--- src/rtl/output_port_arbiter.sv ---
// Per-output-port switch stage: round-robin pick of one FIFO head bound for this
// port, zero-latency pop, one-deep output register with valid/enable handshake.
module output_port_arbiter #(
  parameter int unsigned N     = 5,
  parameter int unsigned CNT_W = 16,
  parameter type         packet_t = logic [31:0]
) (
  input  logic                 clk,
  input  logic                 reset_n,
  input  logic                 ce,
  input  packet_t [N-1:0]      i_data,
  input  logic    [N-1:0]      i_data_val,
  input  logic    [N-1:0]      i_req,
  output logic    [N-1:0]      o_en,
  output packet_t              o_data,
  output logic                 o_data_val,
  input  logic                 i_en,
  output logic    [CNT_W-1:0]  o_pkt_cnt
);

  localparam int unsigned PTR_W = (N > 1) ? $clog2(N) : 1;

  logic [PTR_W-1:0] ptr_q, ptr_d;
  packet_t          data_q, data_d;
  logic             val_q, val_d;
  logic [CNT_W-1:0] cnt_q, cnt_d;

  logic [N-1:0]     eligible;
  logic             grant_found;
  logic [PTR_W-1:0] grant_idx;
  int unsigned      scan_idx;
  logic             can_load;
  logic             xfer;
  logic             grant;

  assign eligible = i_req & i_data_val;
  assign can_load = ce & (~val_q | i_en);
  assign xfer     = ce & val_q & i_en;
  assign grant    = reset_n & can_load & grant_found;

  // Round-robin scan starting at the priority pointer, wrapping modulo N.
  always_comb begin
    grant_found = 1'b0;
    grant_idx   = '0;
    scan_idx    = 0;
    for (int unsigned i = 0; i < N; i++) begin
      scan_idx = 32'(ptr_q) + i;
      if (scan_idx >= N) begin
        scan_idx = scan_idx - N;
      end
      if (!grant_found && eligible[PTR_W'(scan_idx)]) begin
        grant_found = 1'b1;
        grant_idx   = PTR_W'(scan_idx);
      end
    end
  end

  // Pop strobe shares the edge on which the packet is captured.
  always_comb begin
    o_en = '0;
    if (grant) begin
      o_en = N'(1) << grant_idx;
    end
  end

  always_comb begin
    data_d = data_q;
    val_d  = val_q;
    ptr_d  = ptr_q;
    cnt_d  = cnt_q;
    if (xfer) begin
      cnt_d = cnt_q + CNT_W'(1);
    end
    if (grant) begin
      data_d = i_data[grant_idx];
      val_d  = 1'b1;
      ptr_d  = (grant_idx == PTR_W'(N - 1)) ? '0 : grant_idx + PTR_W'(1);
    end else if (xfer) begin
      val_d  = 1'b0;
    end
  end

  always_ff @(posedge clk) begin
    if (!reset_n) begin
      data_q <= '0;
      val_q  <= 1'b0;
      ptr_q  <= '0;
      cnt_q  <= '0;
    end else begin
      data_q <= data_d;
      val_q  <= val_d;
      ptr_q  <= ptr_d;
      cnt_q  <= cnt_d;
    end
  end

  assign o_data     = data_q;
  assign o_data_val = val_q;
  assign o_pkt_cnt  = cnt_q;

endmodule

--- config.mk ---
export PLATFORM = sky130hd
export DESIGN_NAME = output_port_arbiter
export DESIGN_NICKNAME = d
export VERILOG_FILES = /design/src/rtl/output_port_arbiter.sv
export SDC_FILE = /design/constraint.sdc
export NUM_CORES = 1
export LEC_CHECK = 0
export ABC_CLOCK_PERIOD_IN_PS = 6400
export CORE_MARGIN = 2
export CORE_UTILIZATION = 43
export CTS_CLUSTER_SIZE = 40
export DETAILED_ROUTE_END_ITERATION = 6
export PLACE_DENSITY = 0.82
export SLEW_MARGIN = 20
export SYNTH_ARGS = -nofsm -noshare
export SYNTH_HDL_FRONTEND = slang
export SYNTH_SLANG_ARGS = --single-unit
--- constraint.sdc ---
create_clock -name clk -period 6.4 [get_ports clk]
set_input_delay 1.92 -clock clk [delete_from_list [all_inputs] [get_ports clk]]
set_output_delay 1.92 -clock clk [all_outputs]
set_load 0.05 [all_outputs]
Word level (Yosys, flattened, before mapping)
Index checks and enable logic that the tools add are counted.
{"block": "totals", "register_bits": 52, "in_bits": 174, "output_inout_bits": 54, "wordCells": 76}
{"block": "classes", "addsub": 11, "magnitude_cmp": 11, "n_eq_ne": 1, "n_shift": 1, "mux": 31, "n_bitwise": 8, "n_reduce_logical": 9}
{"cell": "binary-select mux 32 bit (select 3 bit)", "count": 1}
{"cell": "2-to-1 mux 3 bit", "count": 11}
{"cell": "2-to-1 mux 32 bit", "count": 1}
{"cell": "< comparator 3 x 4 -> 1 bit (second input constant)", "count": 6}
{"cell": "adder 16 x 1 -> 16 bit (second input constant)", "count": 1}
{"cell": ">= comparator 4 x 3 -> 1 bit (second input constant)", "count": 4}
{"cell": "binary-select mux 1 bit (select 3 bit)", "count": 5}
{"cell": "subtractor 3 bit (second input constant)", "count": 5}
{"cell": "2-to-1 mux 1 bit", "count": 12}
{"cell": "adder 3 x 2 -> 4 bit (second input constant)", "count": 2}
{"cell": "AND 1 bit", "count": 5}
{"cell": "AND 5 bit", "count": 1}
{"cell": "2-to-1 mux 5 bit", "count": 1}
{"cell": "left shift 1 x 3 -> 5 bit (first input constant)", "count": 1}
{"cell": "adder 3 x 1 -> 4 bit (second input constant)", "count": 1}
{"cell": "adder 3 x 3 -> 4 bit (second input constant)", "count": 1}
{"cell": "logical AND 1 bit", "count": 4}
{"cell": "zero test 1 bit", "count": 4}
{"cell": "adder 3 x 1 -> 3 bit (second input constant)", "count": 1}
{"cell": "== test 3 bit (second input constant)", "count": 1}
{"cell": ">= comparator 3 bit (second input constant)", "count": 1}
{"cell": "nonzero test 2 bit", "count": 1}
{"cell": "inverter 1 bit", "count": 1}
{"cell": "bitwise OR 1 bit", "count": 1}

Logic depth before layout (Yosys ltp)
{"block": "logic_depth", "depth_word": 19, "depth_mapped": 16}

Worst setup path before layout
No wires, ideal clock.
{"block": "synth_path", "path_type": "input to output", "from": "in i_req[0]", "to": "out o_en[0]", "t_arrival_ps": 4726, "t_required_ps": 4480, "slack_ps": -246, "path_stages": 11, "path_cell_list": "nand2_1 mux4_2 mux2i_1 nand2_1 and4_1 nand2_1 a31oi_1 a21o_1 buf_4 buf_6 nor3_1"}
{"block": "synth_between", "elab_chain_cells": 18}
{"item": "start, declared", "line_no": "13", "rtl": "input logic [N-1:0] i_req,"}
{"item": "AND 5 bit *", "line_no": "36", "rtl": "assign eligible = i_req & i_data_val;"}
{"item": "binary-select mux 1 bit (select 3 bit)", "line_no": "51", "rtl": "if (!grant_found && eligible[PTR_W'(scan_idx)]) begin"}
{"item": "2-to-1 mux 1 bit (not written as such)", "line_no": "51"}
{"item": "2-to-1 mux 1 bit", "line_no": "51"}
{"item": "zero test 1 bit", "line_no": "51"}
{"item": "logical AND 1 bit", "line_no": "51"}
{"item": "2-to-1 mux 1 bit", "line_no": "51"}
{"item": "zero test 1 bit", "line_no": "51"}
{"item": "(+2 left out)"}
{"item": "zero test 1 bit", "line_no": "51"}
{"item": "logical AND 1 bit", "line_no": "51"}
{"item": "2-to-1 mux 1 bit", "line_no": "51"}
{"item": "zero test 1 bit", "line_no": "51"}
{"item": "logical AND 1 bit", "line_no": "51"}
{"item": "2-to-1 mux 3 bit / 2-to-1 mux 1 bit (equally long branches)", "line_no": "51"}
{"item": "left shift 1 x 3 -> 5 bit / AND 1 bit (equally long branches)", "line_no": "62, 39"}
{"item": "2-to-1 mux 5 bit *", "line_no": "61", "rtl": "if (grant) begin"}
{"item": "end, declared", "line_no": "14", "rtl": "output logic [N-1:0] o_en,"}
Every way passes the cells marked *; elsewhere a longest branch is shown, timed or not. The select of a mux whose other input is x is not followed.

Worst setup path after layout
{"block": "layout_path", "from": "in i_data_val[2]", "to": "out o_en[3]"}
{"block": "layout_between", "elab_chain_cells": 18}
{"item": "start, declared", "line_no": "12", "rtl": "input logic [N-1:0] i_data_val,"}
{"item": "AND 5 bit *", "line_no": "36"}
{"item": "binary-select mux 1 bit (select 3 bit)", "line_no": "51"}
{"item": "2-to-1 mux 1 bit (not written as such)", "line_no": "51"}
{"item": "2-to-1 mux 1 bit", "line_no": "51"}
{"item": "zero test 1 bit", "line_no": "51"}
{"item": "logical AND 1 bit", "line_no": "51"}
{"item": "2-to-1 mux 1 bit", "line_no": "51"}
{"item": "zero test 1 bit", "line_no": "51"}
{"item": "(+2 left out)"}
{"item": "zero test 1 bit", "line_no": "51"}
{"item": "logical AND 1 bit", "line_no": "51"}
{"item": "2-to-1 mux 1 bit", "line_no": "51"}
{"item": "zero test 1 bit", "line_no": "51"}
{"item": "logical AND 1 bit", "line_no": "51"}
{"item": "2-to-1 mux 3 bit / 2-to-1 mux 1 bit (equally long branches)", "line_no": "51"}
{"item": "left shift 1 x 3 -> 5 bit / AND 1 bit (equally long branches)", "line_no": "62, 39"}
{"item": "2-to-1 mux 5 bit *", "line_no": "61"}
Marks and branches as above.

==> results.tsv <==
metric	value	unit
initialDrtViolationCount	363	
grt_util_met2	0.497	
syn_area_per_cell	8.26	um^2
cts_buffer_depth	2	
die_height	112	um
grt.overflow.total	0	
finalMaxSlewViolations	0	
drtAntennaViolNets	0	
cp_cell_sequence	clkdlybuf4s50_1, nand2_2, mux4_2, mux2i_2, nand2_1, and4_4, buf_4, a31oi_4, nor2_1, ha_1, and2_4, buf_12	
detail_route.vias_per_cell	5.77	
clock_sinks	52	
post-place-ws	-0.0484	ns
fin_setup_tns	0	ns
path_clk_slew	0.07	ns
synth.lib_cells_used.distinct	58	
layout.cells.non_filler	976	
report.final.setup_viol	0	
initial_core_util	0.442	
netlist_area	5050	um^2
die-area	12600	um^2
core_region_area	11400	um^2
yosysSeqAreaShare	0.206	
synthesis.instances	611	
fin_crit	6.37	ns
port_buffers	227	
grt_pass1_wl	28.2	mm
drive_gt1_frac	0.124	
number_of_failing_hold_endpoints_at_the_final_stage	0	
grt_start_max_net_pins	85	
detail_route.wl_per_cell	18.4	um
cp_data_arrival_time	4.45	ns
maxCapViolCount	0	
clk_latency	0.30	ns
antennaDiodeCount	0	
grt.busiest_layer	met2	
synth_fp_nets	796	
fin_skew	0.0101	ns
power.leakage	3.02	nW
design.final.nets	1017	
cp-start-kind	primary input	
yosys.area_share.simple	0.268	
commonest_non_fill_non_tap_cells_in_the_layout	sky130_fd_sc_hd__clkdlybuf4s50_1, sky130_fd_sc_hd__mux2i_1, sky130_fd_sc_hd__nand2_1, sky130_fd_sc_hd__dfxtp_1, sky130_fd_sc_hd__and2_1	
dp_hpwl	13.4	mm
timing.hold.worst.class	flip-flop to flip-flop	
reg2regPathDepth	13	
grt_antenna_before_repair	0	
transition_time_at_the_pin_with_the_least_slew_margin	0.805	ns
die_w	112	um
nFillCells	932	
timing.max_slew.rel_slack	0.463	
critical-path-max-stage-delay	0.51	ns
fraction_of_the_mapped_netlist_area_in_compound_gates	0.241	
worst_slack	0.0315	ns
drt_first_pass_iters	5	
crit_path_top_delay_cell	sky130_fd_sc_hd__clkdlybuf4s50_1	
detail_route.drc_violations	0	
grt_util_met1	0.309	
synth_area_leader_cell	sky130_fd_sc_hd__dfxtp_1	
most_common_library_cell_in_the_layout_ignoring_fill_and_taps	sky130_fd_sc_hd__clkdlybuf4s50_1	
post_synth_xor_area_fraction	0.0347	
synth_enable_flop_cells	0	
routed_via_count	5632	
top_level_ports	228	
share_of_synthesized_area_spent_on_multiplexers	0.159	
core.rowCount	39	
post_place_cells	963	
yosys_warnings	0	
most_frequently_used_flop_master_after_synthesis	sky130_fd_sc_hd__dfxtp_1	
required	4.48	ns
postSynthRegisterBits	52	
main_combinational_cell_family_by_area_after_synthesis	simple AND/OR/NAND/NOR gates	
synth.top_cells.by_area	sky130_fd_sc_hd__dfxtp_1, sky130_fd_sc_hd__mux2i_1, sky130_fd_sc_hd__and2_1, sky130_fd_sc_hd__o221ai_2, sky130_fd_sc_hd__o21a_1	
endpoint_class_of_the_critical_path	output pin	
critPathMaxFanout	4	
hold_depth	2	
globalplace.congestion	0.938	
first_global_vias	5775	
synthArstFlopShare	0	
tritoncts_clock_tree	built	
cts_inserted_buffers	5	
areaGrowthSynthToFinish	54.1	%
fmaxAchievable	157	MHz
met3_usage	0.0540	
htree_num_levels	2	
cts-root-buf	sky130_fd_sc_hd__clkbuf_16	
synthAdderAreaFrac	0.0287	
wirelength	18.0	mm
result_of_the_run	complete, no violations	
cellPowerDensity	418	nW/um^2
worst_vdd_ir	0.606	mV
grtUsageTotal	0.271	
detailed_place.area	7470	um^2
criticalPathCategory	primary input to output pin	
rsz_0062_raised_after_global_routing	true	
yosysTopAreaCellShare	0.206	
fin_total_pwr	0.00325	W
timing.final.crit_share	0.995	
final_design_instance_area_without_fill	7780	um^2
repair_timing:
action	CTS	global route
endpoints found under the hold margin	0	0
buffers inserted	1	4
pin swaps	1	8
resized for setup	5	26
endpoints found under the setup margin	4	4
hold buffers	0	0
registers in the layout (all words and copies together), names as in the netlist:
name,count
o_pkt_cnt,16
ptr_q,3
o_data,32
o_data_val,1
report_power, final:
| part | total [W] | switching, W | internal [W] |
|---|---|---|---|
| clock | 0.000282 | 0.000136 | 0.000146 |
| sequential | 0.000424 | 0.0000477 | 0.000377 |
| combinational | 0.00254 | 0.00151 | 0.00103 |
synth_stat cells, types with 9 or more instances:
library cell	n
sky130_fd_sc_hd__a21oi_1	10
sky130_fd_sc_hd__nor2_1	9
sky130_fd_sc_hd__ha_1	10
sky130_fd_sc_hd__nand2_1	62
sky130_fd_sc_hd__o21ai_0	16
sky130_fd_sc_hd__nor3_1	10
sky130_fd_sc_hd__nand3_1	48
sky130_fd_sc_hd__o221ai_1	15
sky130_fd_sc_hd__o21ai_1	28
sky130_fd_sc_hd__clkbuf_1	12
sky130_fd_sc_hd__o21a_1	33
sky130_fd_sc_hd__mux2i_1	73
sky130_fd_sc_hd__and2_1	51
sky130_fd_sc_hd__o221ai_2	18
sky130_fd_sc_hd__xnor2_1	19
sky130_fd_sc_hd__buf_2	20
sky130_fd_sc_hd__dfxtp_1	52
sky130_fd_sc_hd__nor3b_1	32
metrics by stage:
stage	hold WS, ns	util
3_3_place_gp	0.492	0.655
6_report	0.513	0.681
5_1_grt	0.538	0.681
3_5_place_dp	0.504	0.655
2_1_floorplan	0.593	-
4_1_cts	0.515	0.671
metal layers:
layer  part of all wire  vias to the layer above
met3              0.068                       45
met4              0.031                        0
met1               0.39                     2668
met2               0.51                      224
li1                   -                     2695
met5                  0                        -
final cells by class:
type / count / area, um^2 / share of cell area
Multi-Input combinational cell: 503 / 3800 / 0.488
Timing Repair Buffer: 261 / 2580 / 0.331
Sequential cell: 52 / 1040 / 0.134
Tap cell: 143 / 179 / 0.0230
Clock buffer: 5 / 125 / 0.0161
Inverter: 9 / 33.8 / 0.00434
Clock inverter: 3 / 23.8 / 0.00306
cells by family (layout without fill, tap and decap cells):
logic type      count (synthesis)  count (layout)
xor+xnor                       20              20
flops                          52              52
mux                            77              77
simple gates                  246             246
compound gates                149             149
buf+inv                        56             278
fa+ha+maj                      11              11
path summary, 6_finish.rpt:
| kind | start | endpoint | slack [ns] |
|---|---|---|---|
| worst max-delay path | i_data_val[2] | o_en[3] | 0.03 |
| worst min-delay path | o_pkt_cnt[1] | o_pkt_cnt[1] | 0.51 |
| worst max register to register | ptr_q[1] | o_data[31] | 1.79 |
| worst min register to register | o_pkt_cnt[1] | o_pkt_cnt[1] | 0.51 |
critical path, delay by kind of cell:
| kind | cells | cell delay, ns |
|---|---|---|
| AOI/OAI and AO/OA | 1 | 0.21 |
| adders and majority gates | 1 | 0.18 |
| buffers and inverters | 3 | 0.79 |
| and+or+nand+nor | 5 | 0.65 |
| muxes | 2 | 0.70 |
(Power assumes the default switching activity.)
==> patch (config.mk and constraints unchanged) <==
Change the parameter `CNT_W` from 16 to 32.
--- a/src/rtl/output_port_arbiter.sv
+++ b/src/rtl/output_port_arbiter.sv
@@ -2,7 +2,7 @@
 // port, zero-latency pop, one-deep output register with valid/enable handshake.
 module output_port_arbiter #(
   parameter int unsigned N     = 5,
-  parameter int unsigned CNT_W = 16,
+  parameter int unsigned CNT_W = 32,
   parameter type         packet_t = logic [31:0]
 ) (
   input  logic                 clk,
Ports: changed (resized o_pkt_cnt); port bits go from 228 to 244. The function was not compared with the original's and may differ.
==> patch against the original RTL <==
  * Setup slack better by 0.11 ns
  * Sequential cell count up 16
  * Hold slack better by 0.0023 ns
  * Non-clock buffer count up 20
  * Via count up 2.7%
  * Power up 46%
  * Final area up 6.3%
  * Area after synthesis up 2.0%
  * Wire length up 6.0%
==> patch: results (changes against the original RTL) <==
metric,value,unit,change
Worst-path clk slew,0.05,ns,-0.02 ns
drt pass-1 iters,7,,+2
met2 wire length,9.61,mm,+5.0%
Met3 Wirelength,1.33,mm,+9.5%
Compound-Gate Fraction of Synth Area,30.1,%,+6.1 points
share of layout cells above drive strength 1,16.1,%,+3.7 points
met1 Use GR,33.9,%,+3.0 points
signal buffers share of area,33.4,%,+0.29 points
Fill cells,883,,-5.3%
"Distinct cells, synth",68,,+17%
Top delay family on crit path,simple AND/OR/NAND/NOR gates,,
Post-DP Area,7740,um2,+3.6%
final wirelength,19.1,mm,+6.0%
Tot GR Track Use,29.0,%,+1.9 points
P_leak,3.16,nW,+4.6%
total placed cells including tap cells,969,,+0.62%
"IR drop worst, VDD",0.522,mV,-14%
switching pwr,2.41,mW,+42%
pre-CTS setup slack,-0.344,ns,-0.296 ns
xor and xnor area share after synthesis,5.25,%,+1.8 points
met3 Usage GRT,6.85,%,+1.5 points
Max-slew headroom,54.4,%,+8.1 points
sequential area share after synthesis,26.4,%,+5.8 points
largest net degree at the start of global routing,65,,-24%
top area cells in the synthesized netlist,"dfxtp_1 26%, o221ai_2 7.9%, mux2i_1 7.2%",,
Inverters,12,,+3
post-layout instance count excluding filler cells,994,,+1.8%
M1 WL,7.44,mm,+5.2%
antenna violations before repair,1,,+1
synthesized area per cell,8.54,um2,+3.3%
GPL Wtd Cong,0.986,,+5.1%
met2 GRT Util,50.6,%,+0.86 points
dpl hpwl,14.3,mm,+6.7%
Multi-input gate area,3610,um2,-4.9%
nets,1031,,+1.4%
"Arr. time, crit path",4.34,ns,-0.11 ns
clock network share of area,3.71,%,+1.8 points
starting DRC count in detailed routing,563,,+55%
Clk power,517,uW,+83%
status,finished clean,,
clock latency at the later pin of the worst-skew pair,0.34,ns,+0.04 ns
Vias/cell,5.82,,+0.80%
clock sinks,68,,+31%
max layer used,met5,,
"Net Count, Synth",788,,-1.0%
H-tree depth,3,,+1
sequential power,596,uW,+41%
-- patch: changes by cell type after synthesis, sizes merged, moves of 31 or more --
cell,unedited run,this run
mux2i,73,37
a22oi,2,33
nor3b,32,0
nor2,9,45
o21a,34,3
and2,51,7
nand3,48,10
and3,5,44
a21boi,2,33
-- patch: worst paths after layout --
kind | from | endpoint | slack, ns | cells past startpoint
hold / removal | o_pkt_cnt[7] | o_pkt_cnt[7] | 0.51 | 2
setup / recovery | i_req[4] | o_en[3] | 0.14 | 13
hold reg to reg | o_pkt_cnt[7] | o_pkt_cnt[7] | 0.51 | 2
setup reg to reg | ptr_q[0] | o_data[10] | 2.04 | 15
-- patch: cell families after synthesis --
family | count (synthesis)
flops | 68
fa+ha+maj | 11
simple gates | 194
compound gates | 196
buf+inv | 61
xor+xnor | 30
mux | 43
-- patch: tightest hold or removal path, stage by stage, from the launching register on --
cell and delay [ns]:
dfxtp_1 0.33, o21ai_0 0.08, a21oi_1 0.06
